--- src/rtl/cpu_pkg.sv ---
// Shared encodings for the single-issue core: opcodes, sequencer states and opcode classes.
package cpu_pkg;

    localparam logic [5:0] OP_ALU_1 = 6'b100000;
    localparam logic [5:0] OP_ADDI  = 6'b101000;
    localparam logic [5:0] OP_ORI   = 6'b101100;
    localparam logic [5:0] OP_XORI  = 6'b101011;
    localparam logic [5:0] OP_MOVI  = 6'b100010;
    localparam logic [5:0] OP_LWI   = 6'b000010;
    localparam logic [5:0] OP_SWI   = 6'b001010;

    localparam logic [2:0] ST_IDLE   = 3'd0;
    localparam logic [2:0] ST_FETCH  = 3'd1;
    localparam logic [2:0] ST_DECODE = 3'd2;
    localparam logic [2:0] ST_EXEC   = 3'd3;
    localparam logic [2:0] ST_MEM    = 3'd4;
    localparam logic [2:0] ST_WB     = 3'd5;
    localparam logic [2:0] ST_HALT   = 3'd6;

    typedef enum logic [1:0] {
        CL_ALU     = 2'd0,
        CL_LOAD    = 2'd1,
        CL_STORE   = 2'd2,
        CL_ILLEGAL = 2'd3
    } op_class_e;

    function automatic op_class_e classify(input logic [5:0] opcode);
        case (opcode)
            OP_ALU_1, OP_ADDI, OP_ORI, OP_XORI, OP_MOVI: classify = CL_ALU;
            OP_LWI:                                      classify = CL_LOAD;
            OP_SWI:                                      classify = CL_STORE;
            default:                                     classify = CL_ILLEGAL;
        endcase
    endfunction

endpackage

--- src/rtl/inst_sequencer_if.sv ---
// Sequencer <-> memories/datapath bundle: IM/DM strobes, PC, datapath enables, debug state.
interface inst_sequencer_if #(
    parameter int DataSize = 32,
    parameter int MemSize  = 10
);
    logic [DataSize-1:0] instruction;
    logic [MemSize-1:0]  PC;
    logic                IM_read;
    logic                IM_write;
    logic                IM_enable;
    logic                DM_read;
    logic                DM_write;
    logic                DM_enable;
    logic                ir_load;
    logic                alu_en;
    logic                reg_write;
    logic                wb_sel;
    logic [2:0]          state;
    logic                halt;

    modport master (
        input  instruction,
        output PC, IM_read, IM_write, IM_enable,
        output DM_read, DM_write, DM_enable,
        output ir_load, alu_en, reg_write, wb_sel, state, halt
    );

    modport slave (
        output instruction,
        input  PC, IM_read, IM_write, IM_enable,
        input  DM_read, DM_write, DM_enable,
        input  ir_load, alu_en, reg_write, wb_sel, state, halt
    );
endinterface

--- src/rtl/inst_sequencer_opcode_classifier.sv ---
// Combinational decode of instruction[30:25] into an opcode class.
module opcode_classifier
    import cpu_pkg::*;
#(
    parameter int DataSize = 32
) (
    input  logic [DataSize-1:0] instruction,
    output op_class_e           op_class
);
    logic unused_bits;

    assign op_class    = classify(instruction[30:25]);
    assign unused_bits = ^{instruction[DataSize-1:31], instruction[24:0]};
endmodule

--- src/rtl/inst_sequencer.sv ---
// Multi-cycle FETCH..WB control FSM with PC counter and DM latency counter.
// Build option ILLEGAL_TRAP_EN: illegal opcodes trap into HALT instead of being skipped.
module inst_sequencer
    import cpu_pkg::*;
#(
    parameter int DataSize = 32,
    parameter int MemSize  = 10,
    parameter int MEM_LAT  = 1
) (
    input  logic              clk,
    input  logic              reset,
    inst_sequencer_if.master  bus
);
    // state  | meaning
    // IDLE   | post-reset, one cycle before the first fetch
    // FETCH  | IM read of word PC
    // DECODE | IR load, opcode class registered
    // EXEC   | ALU / address calc, PC advances
    // MEM    | DM access held MEM_LAT cycles
    // WB     | regfile write (ALU or DM_out)
    // HALT   | illegal-opcode trap, left only by reset

    localparam int             CW   = (MEM_LAT > 1) ? $clog2(MEM_LAT) : 1;
    localparam logic [CW-1:0]  LAST = CW'(MEM_LAT - 1);

    logic [2:0]         state_q,   state_d;
    logic [MemSize-1:0] pc_q,      pc_d;
    op_class_e          class_q,   class_d;
    logic [CW-1:0]      mem_cnt_q, mem_cnt_d;
    op_class_e          dec_class;

    opcode_classifier #(.DataSize(DataSize)) u_classifier (
        .instruction (bus.instruction),
        .op_class    (dec_class)
    );

    always_comb begin
        state_d   = state_q;
        pc_d      = pc_q;
        class_d   = class_q;
        mem_cnt_d = mem_cnt_q;
        case (state_q)
            ST_IDLE:   state_d = ST_FETCH;
            ST_FETCH:  state_d = ST_DECODE;
            ST_DECODE: begin
                class_d = dec_class;
                state_d = ST_EXEC;
            end
            ST_EXEC: begin
                pc_d = pc_q + 1'b1;
                case (class_q)
                    CL_ALU:             state_d = ST_WB;
                    CL_LOAD, CL_STORE:  state_d = ST_MEM;
`ifdef ILLEGAL_TRAP_EN
                    default:            state_d = ST_HALT;
`else
                    default:            state_d = ST_FETCH;
`endif
                endcase
            end
            ST_MEM: begin
                if (mem_cnt_q == LAST) begin
                    mem_cnt_d = '0;
                    state_d   = (class_q == CL_LOAD) ? ST_WB : ST_FETCH;
                end else begin
                    mem_cnt_d = mem_cnt_q + 1'b1;
                end
            end
            ST_WB:     state_d = ST_FETCH;
`ifdef ILLEGAL_TRAP_EN
            ST_HALT:   state_d = ST_HALT;
`endif
            default:   state_d = ST_IDLE;
        endcase
    end

    always_ff @(posedge clk or posedge reset) begin
        if (reset) begin
            state_q   <= ST_IDLE;
            pc_q      <= '0;
            class_q   <= CL_ALU;
            mem_cnt_q <= '0;
        end else begin
            state_q   <= state_d;
            pc_q      <= pc_d;
            class_q   <= class_d;
            mem_cnt_q <= mem_cnt_d;
        end
    end

    // Outputs are pure state/class decodes so an async reset clears them immediately.
    assign bus.PC        = pc_q;
    assign bus.state     = state_q;
    assign bus.IM_read   = (state_q == ST_FETCH);
    assign bus.IM_enable = (state_q == ST_FETCH);
    assign bus.IM_write  = 1'b0;
    assign bus.ir_load   = (state_q == ST_DECODE);
    assign bus.alu_en    = (state_q == ST_EXEC) && (class_q != CL_ILLEGAL);
    assign bus.DM_enable = (state_q == ST_MEM);
    assign bus.DM_read   = (state_q == ST_MEM) && (class_q == CL_LOAD);
    assign bus.DM_write  = (state_q == ST_MEM) && (class_q == CL_STORE);
    assign bus.reg_write = (state_q == ST_WB);
    assign bus.wb_sel    = (state_q == ST_WB) && (class_q == CL_LOAD);
`ifdef ILLEGAL_TRAP_EN
    assign bus.halt      = (state_q == ST_HALT);
`else
    assign bus.halt      = 1'b0;
`endif
endmodule

--- src/flat_wrapper.sv ---
// flat-port wrapper written by rule: the top's interface ports become plain ports
module inst_sequencer_flat import cpu_pkg::*;
#(
    parameter int DataSize = 32,
    parameter int MemSize  = 10,
    parameter int MEM_LAT  = 1
)
  (clk, reset, bus_instruction, bus_PC, bus_IM_read, bus_IM_write, bus_IM_enable, bus_DM_read, bus_DM_write, bus_DM_enable, bus_ir_load, bus_alu_en, bus_reg_write, bus_wb_sel, bus_state, bus_halt);
  inst_sequencer_if #(.DataSize(DataSize), .MemSize(MemSize)) bus_i ();
  input  logic clk;
  input  logic reset;
  input wire logic [$bits(bus_i.instruction)-1:0] bus_instruction;
  output wire logic [$bits(bus_i.PC)-1:0] bus_PC;
  output wire logic [$bits(bus_i.IM_read)-1:0] bus_IM_read;
  output wire logic [$bits(bus_i.IM_write)-1:0] bus_IM_write;
  output wire logic [$bits(bus_i.IM_enable)-1:0] bus_IM_enable;
  output wire logic [$bits(bus_i.DM_read)-1:0] bus_DM_read;
  output wire logic [$bits(bus_i.DM_write)-1:0] bus_DM_write;
  output wire logic [$bits(bus_i.DM_enable)-1:0] bus_DM_enable;
  output wire logic [$bits(bus_i.ir_load)-1:0] bus_ir_load;
  output wire logic [$bits(bus_i.alu_en)-1:0] bus_alu_en;
  output wire logic [$bits(bus_i.reg_write)-1:0] bus_reg_write;
  output wire logic [$bits(bus_i.wb_sel)-1:0] bus_wb_sel;
  output wire logic [$bits(bus_i.state)-1:0] bus_state;
  output wire logic [$bits(bus_i.halt)-1:0] bus_halt;
  assign bus_i.instruction = bus_instruction;
  assign bus_PC = bus_i.PC;
  assign bus_IM_read = bus_i.IM_read;
  assign bus_IM_write = bus_i.IM_write;
  assign bus_IM_enable = bus_i.IM_enable;
  assign bus_DM_read = bus_i.DM_read;
  assign bus_DM_write = bus_i.DM_write;
  assign bus_DM_enable = bus_i.DM_enable;
  assign bus_ir_load = bus_i.ir_load;
  assign bus_alu_en = bus_i.alu_en;
  assign bus_reg_write = bus_i.reg_write;
  assign bus_wb_sel = bus_i.wb_sel;
  assign bus_state = bus_i.state;
  assign bus_halt = bus_i.halt;
  inst_sequencer #(.DataSize(DataSize), .MemSize(MemSize), .MEM_LAT(MEM_LAT)) u_core (.clk(clk), .reset(reset), .bus(bus_i));
endmodule
--- config.mk ---
export PLATFORM = sky130hd
export DESIGN_NAME = inst_sequencer_flat
export DESIGN_NICKNAME = d
export VERILOG_FILES = /design/src/rtl/cpu_pkg.sv /design/src/rtl/inst_sequencer_if.sv /design/src/rtl/inst_sequencer_opcode_classifier.sv /design/src/rtl/inst_sequencer.sv /design/src/flat_wrapper.sv
export SDC_FILE = /design/constraint.sdc
export NUM_CORES = 1
export LEC_CHECK = 0
export CAP_MARGIN = 5
export CELL_PAD_IN_SITES_DETAIL_PLACEMENT = 0
export CELL_PAD_IN_SITES_GLOBAL_PLACEMENT = 1
export CORE_ASPECT_RATIO = 0.9
export CORE_MARGIN = 2
export CORE_UTILIZATION = 26
export DETAILED_ROUTE_END_ITERATION = 8
export GPL_ROUTABILITY_DRIVEN = 0
export PLACE_DENSITY_LB_ADDON = 0.2
export SLEW_MARGIN = 0
export SYNTH_ARGS = -nofsm -noshare
export SYNTH_HDL_FRONTEND = slang
export SYNTH_SLANG_ARGS = --single-unit
export TNS_END_PERCENT = 100
--- constraint.sdc ---
create_clock -name clk -period 1.9 [get_ports clk]
set_input_delay 0.285 -clock clk [delete_from_list [all_inputs] [get_ports clk]]
set_output_delay 0.285 -clock clk [all_outputs]
set_load 0.02 [all_outputs]
==> impl_metrics.tcl <==
set metrics [dict create \
    initial_utilization_pct 27.30 \
    status "completed" \
    drt_iter0_markers 5 \
    drive_gt1_share_pct 11.86 \
    period_share_pct 91.33 \
    worstSetupStartpointType "flop" \
    drv_cap 0 \
    clock_sinks 15 \
    root_buffer "clkbuf_4" \
    ctsHoldBuffers 0 \
    multiInputGateArea_um2 425.4 \
    dpl_cell_area_mm2 0.001180 \
    hold_class "input port to asynchronous set/reset pin" \
    n_antenna_cell 0 \
    grt.total_usage_pct 9.736 \
    ys_seq_elements 15 \
    critical_path.top_delay_family "flip-flops" \
    via_count 699 \
    fmax_mhz 576.3 \
    synthCells 84 \
    synth_seq_area_share_pct 45.18 \
    antenna_found_initial 0 \
    ys_top_cells_by_area "dfrtp_1, ha_1, xnor2_1" \
    critical_path.cell_chain "nor3b_2 -> and2_1 -> dlygate4sd2_1" \
    slew_violations 0 \
    routed_wl_um 1652 \
    cts_buffers 3 \
    post_cts_buffers 0 \
    yosysTopAreaCell "dfrtp_1" \
    p_per_area_mw_per_mm2 1346 \
    cts.clk_slew.worst_paths_ns 0.08 \
    rsz0062_at_grt "false" \
    die-area_mm2 0.003664 \
    crit_path_max_fanout 6 \
    path_buf_inv 1 \
    row_count 19 \
    clockBufferDepth 2 \
    critical_path_class "flop to primary output" \
    post-route-min-period_ns 1.735 \
    irDropWorstVdd_v 0.0003158 \
    clock_skew_ns 0.0006587 \
    drc_errors 0 \
    grt_pass1_wl_um 2808 \
    setup_ws_ns 0.1647 \
    ant_nets 0 \
    die_x_um 63.59 \
    max_slew_margin_pct 63.89 \
    crit_path_max_incr_delay_ns 0.44 \
    cts_tree "yes" \
    critPathCaptureType "primary output" \
    crit_slowest_cell "dfrtp_1" \
    area_delta_synth_final_pct 45.18 \
    routed_via_density 4.369 \
    yosys_warnings 0 \
    grt_max_degree 16 \
    worstPathArrival_ns 1.45 \
    ys_types 27 \
    wire_per_inst_um 10.33 \
    cp_data_required_time_ns 1.62 \
    h-tree-depth 1 \
    nets 158 \
    die_y_um 57.63 \
    io_buffers 29 \
    io_pins 58 \
    post-place-ws_ns 0.04296 \
    fillers 338 \
    setup_tns_ns 0 \
    core-area_mm2 0.003043 \
    yosysTopAreaCellShare_pct 45.18 \
    overflow 0 \
    syn_area_um2 830.8 \
    insertion_delay_ns 0.27 \
    ff_latch_area_um2 377.9 \
    finalHoldViolations 0 \
    grt_pass1_vias 639 \
    syn_avg_cell_area_um2 9.890 \
    tightest_slew_ns 0.5411 \
    power_mw 1.624 \
    dp_hpwl_um 1313 \
    design_area_mm2 0.001206 \
    setup_viol 0 \
    first_pass_iters 4 \
    p_leak_nw 0.5631 \
]
==> stage by stage <==
stage	std cells	util, %	hold slack, ns
6_report	160	39.64	0.3547
5_1_grt	160	39.64	0.4036
4_1_cts	160	39.56	0.3654
3_5_place_dp	156	38.77	0.4591
3_3_place_gp	156	38.77	0.4545
2_1_floorplan	85	-	0.1865
==> cell usage after synthesis <==
cell type / count
o21bai_1: 1
inv_1: 3
xnor2_1: 7
or2_2: 1
nor2_1: 6
or2b_1: 1
a31oi_1: 3
conb_1: 1
xor2_1: 2
nor4_1: 1
ha_1: 5
nor3b_1: 3
buf_4: 3
nand2_1: 10
and3b_2: 2
a2111o_1: 1
and2_1: 3
nand3_1: 4
a21oi_1: 1
nor2b_1: 1
nand4_1: 4
clkbuf_2: 1
nand3b_2: 1
nor4b_1: 1
dfrtp_1: 15
and3_1: 1
nor3_1: 2
==> cell families after synthesis <==
family / share of synthesized area [%]
AND/OR/NAND/NOR: 27.56
XOR/XNOR: 9.488
flip-flops: 45.18
AO/OA/AOI/OAI: 5.120
adder cells (fa/ha/maj): 7.530
other: 0.4514
buffers and inverters: 4.668
==> sequential cells by signal, summed over array words and instances, names as in the netlist <==
register	flops
u_core.class_q	2
u_core.bus.PC	10
u_core.bus.state	3
==> where the power goes <==
| part | switching (mW) | internal [mW] | total [mW] |
|---|---|---|---|
| Combinational | 0.427 | 0.428 | 0.854 |
| Sequential | 0.166 | 0.431 | 0.597 |
| Clock | 0.0913 | 0.0813 | 0.173 |
| Total | 0.684 | 0.940 | 1.62 |
==> metal layers <==
layer	up-vias	global-route usage (%)	routed length, um
li1	351	-	-
met1	329	12.11	801
met2	19	15.94	766
met3	0	3.689	85
met4	0	2.795	0
met5	-	0	0
==> worst register-to-register path: cells and delay by family, from the launching register on <==
family / cells / cell delay, ns
flip-flops: 1 / 0.44
buffers and inverters: 2 / 0.33
AND/OR/NAND/NOR: 3 / 0.46
XOR/XNOR: 1 / 0.14
==> final cells by class <==
class | instances | area share (%)
sequential | 15 | 31.33
clock buffer | 4 | 2.178
inverter | 3 | 0.9336
tap | 42 | 4.357
multi-input combinational | 63 | 35.27
timing repair buffer | 33 | 25.93
==> cells in the final DEF (no fill, tap or decap), types with 3 or more instances in the layout <==
cell / Yosys / final
ha_1: 5 / 5
buf_4: 3 / 4
clkbuf_4: 0 / 3
nand2_1: 10 / 10
and2_1: 3 / 3
dfrtp_1: 15 / 13
a31oi_1: 3 / 3
nor2_1: 6 / 6
nand3_1: 4 / 4
dlygate4sd2_1: 0 / 8
nand4_1: 4 / 4
inv_1: 3 / 3
clkdlybuf4s50_1: 0 / 20
xnor2_1: 7 / 7
==> final timing paths <==
| check | start | end | slack, ns | cells after the start |
|---|---|---|---|---|
| worst max-delay path | u_core.bus.state[1] | bus_DM_read | 0.16 | 3 |
| worst min-delay path | reset | u_core.bus.state[1] | 0.35 | 2 |
| worst max register to register | u_core.bus.state[1] | u_core.bus.PC[8] | 0.41 | 6 |
| worst min register to register | u_core.bus.PC[9] | u_core.bus.PC[9] | 0.47 | 1 |
| max in group asynchronous | reset | u_core.bus.state[2] | 1.16 | 2 |
| min in group clk | u_core.bus.PC[9] | u_core.bus.PC[9] | 0.47 | 1 |
==> repair_timing <==
| item | in CTS | in global routing |
|---|---|---|
| gates resized for setup | 11 | 1 |
| gates cloned | 0 | 0 |
| pin swaps | 0 | 0 |
| endpoints found under the setup margin | 8 | 1 |
No activity file was read; power rests on OpenSTA's default activity.
